**src/rtl/sos_pkg.sv**
```systemverilog
// Shared constants and helpers for the SOS IIR output quantizer.
package sos_pkg;

    function automatic logic [63:0] smax(input int unsigned w);
        return (64'd1 << (w - 1)) - 64'd1;
    endfunction

    // Two's complement minimum; callers truncate to w bits.
    function automatic logic [63:0] smin(input int unsigned w);
        return 64'd1 << (w - 1);
    endfunction

    function automatic logic [63:0] umax(input int unsigned w);
        return (w >= 64) ? '1 : (64'd1 << w) - 64'd1;
    endfunction

    // Half-LSB offset that turns a floor shift into round-half-up.
    function automatic logic [63:0] round_ofs(input int unsigned shift);
        return (shift == 0) ? 64'd0 : (64'd1 << (shift - 1));
    endfunction

    function automatic bit params_ok(input int unsigned l_wd, input int unsigned s_wd,
                                     input int unsigned shift);
        return (shift < l_wd) && ((l_wd - shift) >= s_wd);
    endfunction

endpackage

```
**src/rtl/sos_saturate.sv**
```systemverilog
// Combinational clamp of a wide value into OUT_WD bits, signed or unsigned.
module sos_saturate
    import sos_pkg::*;
#(
    parameter int unsigned IN_WD  = 19,
    parameter int unsigned OUT_WD = 16
) (
    input  logic [IN_WD-1:0]  i_data,
    input  logic              i_signed,
    output logic [OUT_WD-1:0] o_data_c,
    output logic              o_sat_c
);

    localparam logic [OUT_WD-1:0] SMAX = OUT_WD'(smax(OUT_WD));
    localparam logic [OUT_WD-1:0] SMIN = OUT_WD'(smin(OUT_WD));
    localparam logic [OUT_WD-1:0] UMAX = OUT_WD'(umax(OUT_WD));

    logic [IN_WD-OUT_WD:0]   w_hi_s;
    logic [IN_WD-OUT_WD-1:0] w_hi_u;

    assign w_hi_s = i_data[IN_WD-1:OUT_WD-1];
    assign w_hi_u = i_data[IN_WD-1:OUT_WD];

    // Unsigned inputs are never negative here: they are zero-extended before rounding.
    always_comb begin
        o_data_c = i_data[OUT_WD-1:0];
        o_sat_c  = 1'b0;
        if (i_signed) begin
            if (!((&w_hi_s) || !(|w_hi_s))) begin
                o_sat_c  = 1'b1;
                o_data_c = i_data[IN_WD-1] ? SMIN : SMAX;
            end
        end else if (|w_hi_u) begin
            o_sat_c  = 1'b1;
            o_data_c = UMAX;
        end
    end

endmodule

```
**src/rtl/sos_output_quantize.sv**
```systemverilog
// Output width reducer for the cascade SOS IIR: round-half-up shift, saturate,
// two-stage valid/ready pipeline and saturation monitor.
module sos_output_quantize
    import sos_pkg::*;
#(
    parameter int unsigned L_WD   = 32,
    parameter int unsigned S_WD   = 16,
    parameter int unsigned SHIFT  = 14,
    parameter int unsigned CNT_WD = 16
) (
    input  logic              clk_i,
    input  logic              rst_i,
    input  logic [L_WD-1:0]   data_i,
    input  logic              signed_i,
    input  logic              valid_i,
    output logic              ready_o,
    output logic [S_WD-1:0]   data_o,
    output logic              sat_o,
    output logic              valid_o,
    input  logic              ready_i,
    input  logic              clr_i,
    output logic              sat_sticky_o,
    output logic [CNT_WD-1:0] sat_cnt_o
);

    localparam int unsigned       EXT_WD  = L_WD + 1;
    localparam int unsigned       RND_WD  = L_WD + 1 - SHIFT;
    localparam logic [EXT_WD-1:0] RND_OFS = EXT_WD'(round_ofs(SHIFT));
    localparam logic [CNT_WD-1:0] CNT_MAX = '1;

    if (!params_ok(L_WD, S_WD, SHIFT)) begin : g_bad_params
        $error("sos_output_quantize: need SHIFT < L_WD and L_WD-SHIFT >= S_WD");
    end

    logic              w_en;
    logic [EXT_WD-1:0] w_ext;
    logic [EXT_WD-1:0] w_sum;
    logic [RND_WD-1:0] w_rnd;
    logic [S_WD-1:0]   w_sat_data;
    logic              w_sat;
    logic              w_evt;

    logic [RND_WD-1:0] r_rnd;
    logic              r_sgn1;
    logic              r_vld1;
    logic [S_WD-1:0]   r_data;
    logic              r_sat;
    logic              r_vld2;
    logic              r_sticky;
    logic [CNT_WD-1:0] r_cnt;

    assign w_en    = ~r_vld2 | ready_i;
    assign ready_o = w_en;

    // The extra top bit absorbs the rounding carry; the slice equals the shift
    // result for both modes, the mode only changes how stage 2 reads it.
    assign w_ext = signed_i ? {data_i[L_WD-1], data_i} : {1'b0, data_i};
    assign w_sum = w_ext + RND_OFS;
    assign w_rnd = w_sum[EXT_WD-1:SHIFT];

    always_ff @(posedge clk_i or posedge rst_i) begin
        if (rst_i) begin
            r_rnd  <= '0;
            r_sgn1 <= 1'b0;
            r_vld1 <= 1'b0;
        end else if (w_en) begin
            r_rnd  <= w_rnd;
            r_sgn1 <= signed_i;
            r_vld1 <= valid_i;
        end
    end

    sos_saturate #(
        .IN_WD  (RND_WD),
        .OUT_WD (S_WD)
    ) u_sat (
        .i_data   (r_rnd),
        .i_signed (r_sgn1),
        .o_data_c (w_sat_data),
        .o_sat_c  (w_sat)
    );

    always_ff @(posedge clk_i or posedge rst_i) begin
        if (rst_i) begin
            r_data <= '0;
            r_sat  <= 1'b0;
            r_vld2 <= 1'b0;
        end else if (w_en) begin
            r_data <= w_sat_data;
            r_sat  <= w_sat & r_vld1;
            r_vld2 <= r_vld1;
        end
    end

    assign w_evt = r_vld2 & ready_i & r_sat;

    // A clear coinciding with an event keeps that event.
    always_ff @(posedge clk_i or posedge rst_i) begin
        if (rst_i) begin
            r_sticky <= 1'b0;
            r_cnt    <= '0;
        end else if (clr_i) begin
            r_sticky <= w_evt;
            r_cnt    <= w_evt ? CNT_WD'(1) : '0;
        end else if (w_evt) begin
            r_sticky <= 1'b1;
            if (r_cnt != CNT_MAX) begin
                r_cnt <= r_cnt + CNT_WD'(1);
            end
        end
    end

    assign data_o       = r_data;
    assign sat_o        = r_sat;
    assign valid_o      = r_vld2;
    assign sat_sticky_o = r_sticky;
    assign sat_cnt_o    = r_cnt;

endmodule

```
**config.mk**
```make
export PLATFORM = sky130hd
export DESIGN_NAME = sos_output_quantize
export DESIGN_NICKNAME = d
export VERILOG_FILES = /design/src/rtl/sos_pkg.sv /design/src/rtl/sos_saturate.sv /design/src/rtl/sos_output_quantize.sv
export SDC_FILE = /design/constraint.sdc
export NUM_CORES = 1
export LEC_CHECK = 0
export CAP_MARGIN = 25
export CORE_MARGIN = 1
export CORE_UTILIZATION = 30
export DETAILED_ROUTE_END_ITERATION = 16
export GPL_TIMING_DRIVEN = 0
export SLEW_MARGIN = 40
export SYNTH_ARGS = -nofsm -noshare
export SYNTH_HDL_FRONTEND = slang
export SYNTH_SLANG_ARGS = --single-unit
```
**constraint.sdc**
```tcl
create_clock -name clk_i -period 1.7 [get_ports clk_i]
set_input_delay 0.34 -clock clk_i [delete_from_list [all_inputs] [get_ports clk_i]]
set_output_delay 0.34 -clock clk_i [all_outputs]
set_load 0.02 [all_outputs]
```
==> results of run 1 <==
==> registers in the layout, indices dropped and copies added (netlist names) <==
register / count
r_vld1: 1
r_sgn1: 1
valid_o: 1
sat_o: 1
sat_sticky_o: 1
r_rnd: 19
sat_cnt_o: 16
data_o: 16
==> cell usage in the layout (no fill, tap or decap), drive strengths merged, types with 7 or more instances in the layout <==
cell type,instances
nor3,8
clkdlybuf4s50,31
nand2,51
inv,9
nand3,16
buf,21
o21ai,36
nor2,31
nor4,9
dlygate4sd2,14
dlymetal6s2s,14
dfrtp,56
a31oi,7
nand4,8
a21oi,12
clkbuf,15
xnor2,15
==> stage by stage <==
stage	total power (W)	area (um2)	setup slack (ns)	TNS [ns]	hold WS [ns]
finish	0.003360	4088	-0.07158	-0.2131	0.3340
global route	0.003544	4088	-0.1352	-0.8016	0.3439
CTS	0.003389	3935	-0.07411	-0.4593	0.3369
detailed placement	0.002561	3638	-1.144	-22.97	0.4628
global placement	0.002528	3591	-1.122	-23.16	0.4625
floorplan	0.002106	2851	-0.05132	-0.08482	0.4201
==> worst reg2reg max path, delay by kind of cell, from the launching register on <==
family	cells	cell delay, ns
simple gates	3	1.08
flops	1	0.43
compound gates	1	0.17
==> metal layers <==
metal | vias up | track usage [%] | share of wire, %
li1 | 1281 | - | -
met5 | - | 0 | 0
met2 | 64 | 25.50 | 49
met1 | 1244 | 19.33 | 46
met4 | 0 | 4.638 | 1.3
met3 | 7 | 2.178 | 4.0
==> synthesized netlist by cell type, types with 2 or more instances <==
| cell | n | area (um2) |
|---|---|---|
| nor2b_1 | 5 | 31.28 |
| and3_1 | 4 | 25.02 |
| a22oi_1 | 2 | 15.01 |
| nand2_1 | 51 | 191.4 |
| xnor2_1 | 15 | 131.4 |
| nand3_1 | 14 | 70.07 |
| nand4_1 | 8 | 50.05 |
| nor3_1 | 7 | 35.03 |
| o21ai_0 | 36 | 180.2 |
| a2111oi_0 | 2 | 17.52 |
| ha_1 | 2 | 25.02 |
| mux2i_1 | 5 | 50.05 |
| nor2_1 | 31 | 116.4 |
| a31oi_1 | 7 | 43.79 |
| clkbuf_1 | 11 | 41.29 |
| mux2_2 | 4 | 45.04 |
| nand2b_1 | 3 | 18.77 |
| inv_1 | 10 | 37.54 |
| or3_1 | 5 | 31.28 |
| a21oi_1 | 12 | 60.06 |
| dfrtp_1 | 56 | 1401 |
| nor4_1 | 8 | 50.05 |
==> logic make-up (layout without fill, tap and decap cells) <==
group | after synthesis | after routing
flops | 56 | 56
xor+xnor | 16 | 16
fa+ha+maj | 2 | 2
mux | 9 | 9
compound gates | 65 | 65
buf+inv | 21 | 107
simple gates | 146 | 146
==> worst paths after layout <==
path / from / end / slack (ns)
max: sat_cnt_o[2] / sat_cnt_o[9] / -0.07
min: rst_i / sat_cnt_o[14] / 0.33
max reg2reg: sat_cnt_o[2] / sat_cnt_o[9] / -0.07
min reg2reg: r_rnd[0] / r_rnd[0] / 0.48
max in group asynchronous: rst_i / r_rnd[14] / 0.78
min in group clk_i: data_i[21] / r_rnd[7] / 0.43
==> what timing repair did <==
| action | CTS | global route |
|---|---|---|
| gates cloned | 0 | 0 |
| hold endpoints to repair | 0 | 0 |
| setup endpoints to repair | 50 | 35 |
| setup buffers | 10 | 7 |
| gates resized for setup | 49 | 32 |
| pin swaps | 8 | 10 |
==> where the power goes <==
part | internal (W) | leakage, nW | switching [W]
Sequential | 0.00152 | 0.669 | 0.000137
Clock | 0.000331 | 0.0434 | 0.000434
Combinational | 0.000434 | 1.10 | 0.000506
==> final cells by class <==
class | instances | share of cell area, %
inverter | 10 | 1.194
sequential | 56 | 34.59
timing repair buffer | 79 | 19.71
clock inverter | 2 | 0.3673
tap | 111 | 3.398
buffer | 10 | 1.745
clock buffer | 6 | 2.020
multi-input combinational | 238 | 36.98
==> impl_metrics.toml, run 1 <==
[setup_path]
crit_required_ns = 1.93
crit_path_end_kind = "flop"
slowest_delay_ns = 0.60
path_buf_inv = 0
path_max_fanout = 9
r2r_cells = 4
crit_slowest_cell = "or4_4"
cpLargestDelayFamily = "simple AND/OR/NAND/NOR gates"
worst-setup-path-type = "flop to flop"
path_depth = 4
cp.arrival_ns = 2.00
path_cells = "nand3_4, or4_4, or3_1, a31oi_1"
start_kind = "flop"

[layout]
fillers = 907
multi_input_area_um2 = 1511
final_layout_size_suffix_gt1_share_pct = 17.71
seqCellArea_um2 = 1414
area_growth_pct = 44.49
layout.nets = 440
finish.utilization_pct = 44.45
diodes = 0
instances_no_fill = 512

[die]
fp-row-count = 35
start_util_pct = 30.76
die_area_um2 = 9822
die_w_um = 99.11
pin_count = 74
core_um2 = 9196
fp.dieH_um = 99.11

[sta]
clock.fmax_mhz = 564.5
tightest_slew_ns = 0.6411
slew_violations = 0
grt_setup_unrepaired = "yes"
fin_crit_sh_pct = 104.2
layout_min_cycle_time_ns = 1.772
max_slew_margin_pct = 57.26
setup_viol = 6
final-hold-violation-count = 0
setup_slack_ns = -0.07158
skew_ns = 0.006651

[pwr]
leakagePower_nw = 1.816
p_per_area_nw_per_um2 = 822.0
ir_drop_mv = 0.2882

[yosys]
ys_seq_elements = 56
synthAdderAreaFrac_pct = 0.8846
synth_edf_count = 0
syn_inst = 315
synth_compound_area_share_pct = 12.96
synthArstFlopShare_pct = 100.0
synthXorXnorAreaFrac_pct = 4.954
synth-main-ff-cell = "dfrtp_1"
yosys.area_share.simple_pct = 25.52
avgSynthCellArea_um2 = 8.981
yosysWarningCount = 0
yosys.cell_types.count = 39
synth_nets = 355
synth_top_family_by_area = "simple AND/OR/NAND/NOR gates"
yosysSeqAreaShare_pct = 49.54
synthMuxAreaShare_pct = 3.361
syn_area_um2 = 2829

[global_route]
antenna_found_initial = 0
grt_pass1_vias = 2510
gr-total-overflow = 0
grt_usage_pct = 14.82
grt_pass1_wl_um = 11860
grt_max_degree = 24

[route]
postRouteWirelength_um = 6983
vias = 2596
drt_iter0_markers = 60
viasPerCell = 5.070
drc = 2
wl_per_cell_um = 13.64
drtAntennaViolNets = 0
dr.pass1.iters = 10

[cts]
cts_num_sinks = 56
htree_levels = 2
clock_latency_ns = 0.31
path_clk_slew_ns = 0.10
cts_root_buf = "clkbuf_8"
clock_path_buffers = 2
hold_buffers = 0
cts_made_buffers = 5
cts_tree = "yes"

[hold_path]
min_path_type = "primary input to asynchronous set/reset pin"

[flow_run]
max-cap-violations = 0

[outcome]
violations = "DRC, setup timing"
status = "finished with violations"

[placed_design]
gp_congestion = 0.7817
place_hpwl_um = 5116
place_inst = 488
port_buffers = 60
Power figures use the tool's default switching activity.
==> inputs of run 2 (changes only) <==
--- a/config.mk
+++ b/config.mk
@@ -10,6 +10,7 @@
 export CORE_UTILIZATION = 30
 export DETAILED_ROUTE_END_ITERATION = 16
 export GPL_TIMING_DRIVEN = 0
+export SKIP_CTS_REPAIR_TIMING = 1
 export SLEW_MARGIN = 40
 export SYNTH_ARGS = -nofsm -noshare
 export SYNTH_HDL_FRONTEND = slang
==> impl_metrics.toml, run 2 (same netlist as run 1, synthesis figures left out) <==
[flow_run]
max-cap-violations = 0

[die]
fp-row-count = 35
start_util_pct = 30.76
die_w_um = 99.11
fp.dieH_um = 99.11
die_area_um2 = 9822
pin_count = 74
core_um2 = 9196

[layout]
largest_register_ffs = 19
multi_input_area_um2 = 1520
final_common_cell = "nand2_1"
final_layout_size_suffix_gt1_share_pct = 18.83
mostFrequentLayoutCells = "nand2_1 (49), dfrtp_1 (46), o21ai_0 (36)"
seqCellArea_um2 = 1414
fillers = 893
finish.utilization_pct = 45.48
top_register = "r_rnd"
layout.nets = 448
diodes = 0
area_growth_pct = 47.85

[sta]
clock.fmax_mhz = 534.6
fin_crit_sh_pct = 110.0
final-hold-violation-count = 0
setup_viol = 4
slew_violations = 0
grt_setup_unrepaired = "yes"
skew_ns = 0.004808
max_slew_margin_pct = 67.82
layout_min_cycle_time_ns = 1.871
tightest_slew_ns = 0.4827
setup_slack_ns = -0.1705

[outcome]
violations = "DRC, setup timing"
status = "finished with violations"

[route]
dr.pass1.iters = 10
postRouteWirelength_um = 7112
drc = 2
drt_iter0_markers = 55
viasPerCell = 4.944
vias = 2571
wl_per_cell_um = 13.68
drtAntennaViolNets = 0

[cts]
cts_made_buffers = 5
cts_num_sinks = 56
cts_root_buf = "clkbuf_8"
htree_levels = 2
cts_tree = "yes"
clock_latency_ns = 0.31
path_clk_slew_ns = 0.10
clock_path_buffers = 2

[placed_design]
gp_congestion = 0.7817
port_buffers = 60
place_hpwl_um = 5116

[setup_path]
r2r_slack_ns = -0.17
worst-setup-path-type = "flop to flop"
start_kind = "flop"
crit_required_ns = 1.90
rr_endpoint = "sat_cnt_o[8]"
crit_path_end_kind = "flop"
r2r_cells = 5
path_max_fanout = 5
cp.arrival_ns = 2.07
r2r_start = "sat_cnt_o[0]"

[pwr]
leakagePower_nw = 2.003
ir_drop_mv = 0.2795
power_w = 0.003363
p_per_area_nw_per_um2 = 804.0

[global_route]
antenna_found_initial = 0
gr-usage-met3_pct = 2.178
grt_pass1_wl_um = 11170
grt_most_used_layer = "met2"
grt_usage_pct = 13.95
grt_pass1_vias = 2347
grt_max_degree = 24
use_met1_pct = 18.74
grtUsageMet2_pct = 23.35
gr-total-overflow = 0

[hold_path]
min_path_type = "primary input to asynchronous set/reset pin"
==> run 2: cell types whose count changed in the layout (fill, tap and decap cells not counted), sizes merged <==
cell           before  now
clkdlybuf4s50      31   32
dlymetal6s2s       14   27
buf                21   30
dlygate4sd2        14    0
clkbuf             15   14
==> run 2: report_power, final <==
part | switching (W) | internal (W)
Combinational | 0.000496 | 0.000437
Clock | 0.000439 | 0.000331
Sequential | 0.000142 | 0.00152
Total | 0.00108 | 0.00229
==> run 2: worst max-delay path by stage <==
stage | depth (start not counted) | startpoint | slack (ns) | to
global placement | 6 | ready_i | -1.12 | ready_o
finish | 5 | sat_cnt_o[0] | -0.17 | sat_cnt_o[8]
CTS | 6 | ready_i | -1.15 | ready_o
global route | 5 | sat_cnt_o[0] | -0.23 | sat_cnt_o[8]
floorplan | 5 | sat_cnt_o[0] | -0.05 | sat_cnt_o[8]
detailed placement | 6 | ready_i | -1.14 | ready_o
==> run 2: cell type report <==
type / instances / area share (%)
multi-input combinational: 238 / 36.34
sequential: 56 / 33.80
timing repair buffer: 86 / 21.54
tap: 111 / 3.320
clock buffer: 6 / 1.974
buffer: 11 / 1.496
inverter: 10 / 1.167
clock inverter: 2 / 0.3590
==> run 2: critical path, cell delays in order (launching register included) <==
cell	delay [ns]
dfrtp_2	0.44
ha_4	0.16
nand4_1	0.22
or3_4	0.47
a21oi_2	0.13
mux2_2	0.34
==> run 2: metal layers <==
layer,vias to the layer above,routed length (um)
li1,1295,-
met4,0,73
met1,1216,3245
met3,6,260
met5,-,0
met2,54,3533
==> run 2: per-stage QoR <==
stage          worst slack, ns  std cells  hold WS (ns)  area (um2)  setup TNS, ns
6_report               -0.1705        520        0.3326        4183        -0.3364
5_1_grt                -0.2341        520        0.3435        4183        -0.9630
4_1_cts                 -1.149        496        0.3369        3736         -8.284
3_5_place_dp            -1.144        488        0.4628        3638         -22.97
3_3_place_gp            -1.122        486        0.4625        3591         -23.16
2_1_floorplan         -0.05132        315        0.4201        2851       -0.08482
==> inputs of run 3 (changes only) <==
--- a/config.mk
+++ b/config.mk
@@ -9,7 +9,9 @@
 export CORE_MARGIN = 1
 export CORE_UTILIZATION = 30
 export DETAILED_ROUTE_END_ITERATION = 16
+export GPL_ROUTABILITY_DRIVEN = 0
 export GPL_TIMING_DRIVEN = 0
+export RECOVER_POWER = 25
 export SKIP_CTS_REPAIR_TIMING = 1
 export SLEW_MARGIN = 40
 export SYNTH_ARGS = -nofsm -noshare
==> impl_metrics.toml, run 3 (same netlist as run 1, synthesis figures left out) <==
[cts]
clock_path_buffers = 2
path_clk_slew_ns = 0.10
cts_tree = "yes"
clock_latency_ns = 0.31
htree_levels = 2
cts_num_sinks = 56
cts_root_buf = "clkbuf_8"
cts_made_buffers = 5

[layout]
largest_register_ffs = 19
instances_no_fill = 520
final_common_cell = "nand2_1"
top_register = "r_rnd"
layout.nets = 448
diodes = 0
area_growth_pct = 47.24
final_layout_size_suffix_gt1_share_pct = 18.83
mostFrequentLayoutCells = "nand2_1 (49), dfrtp_1 (46), o21ai_0 (36)"
fillers = 895

[route]
drtAntennaViolNets = 0
dr.pass1.iters = 10
drc = 2
viasPerCell = 4.950
drt_iter0_markers = 50
wl_per_cell_um = 13.68
postRouteWirelength_um = 7111
vias = 2574

[setup_path]
rr_endpoint = "sat_cnt_o[8]"
crit_path_end_kind = "flop"
r2r_slack_ns = -0.17
r2r_start = "sat_cnt_o[0]"
r2r_cells = 5
path_max_fanout = 5
worst-setup-path-type = "flop to flop"
start_kind = "flop"
crit_required_ns = 1.90
cp.arrival_ns = 2.07

[global_route]
antenna_found_initial = 0
grt_pass1_wl_um = 11170
grt_max_degree = 24
grt_usage_pct = 13.95
gr-total-overflow = 0
grt_pass1_vias = 2347

[sta]
setup_viol = 4
layout_min_cycle_time_ns = 1.870
slew_violations = 0
tightest_slew_ns = 0.6133
fin_hold_ws_ns = 0.4256
setup_slack_ns = -0.1701
tns_ns = -0.3356
final-hold-violation-count = 0
grt_setup_unrepaired = "yes"
fin_crit_sh_pct = 110.0
max_slew_margin_pct = 59.12
skew_ns = 0.004808
clock.fmax_mhz = 534.7

[hold_path]
whs_path_depth = 3
min_from = "data_i[21]"
min_path_type = "primary input to flop"
min_to = "r_rnd[7]"

[die]
die_area_um2 = 9822
die_w_um = 99.11
start_util_pct = 30.76
fp-row-count = 35
core_um2 = 9196
fp.dieH_um = 99.11
pin_count = 74

[outcome]
violations = "DRC, setup timing"
status = "finished with violations"

[pwr]
combinationalPowerShare_pct = 27.6
ir_drop_mv = 0.2795
p_per_area_nw_per_um2 = 806.1
clockPowerShare_pct = 22.9
p_int_w = 0.002281
swShare_pct = 32.06
leakagePower_nw = 1.998
p_sw_w = 0.001077
p_seq_share_pct = 49.5

[placed_design]
port_buffers = 60
place_inst = 488
place_hpwl_um = 5116

[flow_run]
max-cap-violations = 0
==> run 3: layout make-up <==
class                      instances  area [um2]  share of cell area [%]
clock buffer                       6       82.58                   1.983
inverter                          10       46.29                   1.111
tap                              111       138.9                   3.334
sequential                        56        1414                   33.94
clock inverter                     2       15.01                  0.3605
buffer                            11       62.56                   1.502
timing repair buffer              86       885.9                   21.27
multi-input combinational        238        1520                   36.50
==> run 3: worst max-delay path, cell delays in order, from the launching register on <==
cell and delay, ns:
dfrtp_2 0.44, ha_4 0.16, nand4_1 0.22, or3_4 0.47, a21oi_2 0.13, mux2_2 0.34
==> run 3: how the worst max path moves through the flow <==
| stage | from | cells after the start | end |
|---|---|---|---|
| floorplan | sat_cnt_o[0] | 5 | sat_cnt_o[8] |
| detailed placement | ready_i | 6 | ready_o |
| global placement | ready_i | 6 | ready_o |
| finish | sat_cnt_o[0] | 5 | sat_cnt_o[8] |
| global route | sat_cnt_o[0] | 5 | sat_cnt_o[8] |
| CTS | ready_i | 6 | ready_o |
==> run 3: through the flow <==
step	worst slack, ns	power [W]	utilization (%)	instance area [um2]
after detailed placement	-1.144	0.002561	39.56	3638
final	-0.1701	0.003357	45.29	4165
after floorplan	-0.05132	0.002106	-	2851
after global placement	-1.122	0.002528	39.05	3591
after CTS	-1.149	0.003329	40.63	3736
after global routing	-0.2341	0.003538	45.29	4165
==> run 3: power by group through the flow <==
stage / clock network [W] / registers, W / logic (W)
6_report: 0.000770 / 0.00166 / 0.000927
5_1_grt: 0.000840 / 0.00169 / 0.00101
4_1_cts: 0.000793 / 0.00166 / 0.000878
3_5_place_dp: 0 / 0.00169 / 0.000875
3_3_place_gp: 0 / 0.00168 / 0.000848
2_1_floorplan: 0 / 0.00179 / 0.000311
==> run 3: routing by layer <==
metal  wire length (um)  GRT usage [%]  part of all wire, %
met5                  0              0                    0
met4                 73          4.186                  1.0
met3                257          2.178                  3.6
met2               3543          23.35                   50
met1               3237          18.74                   46
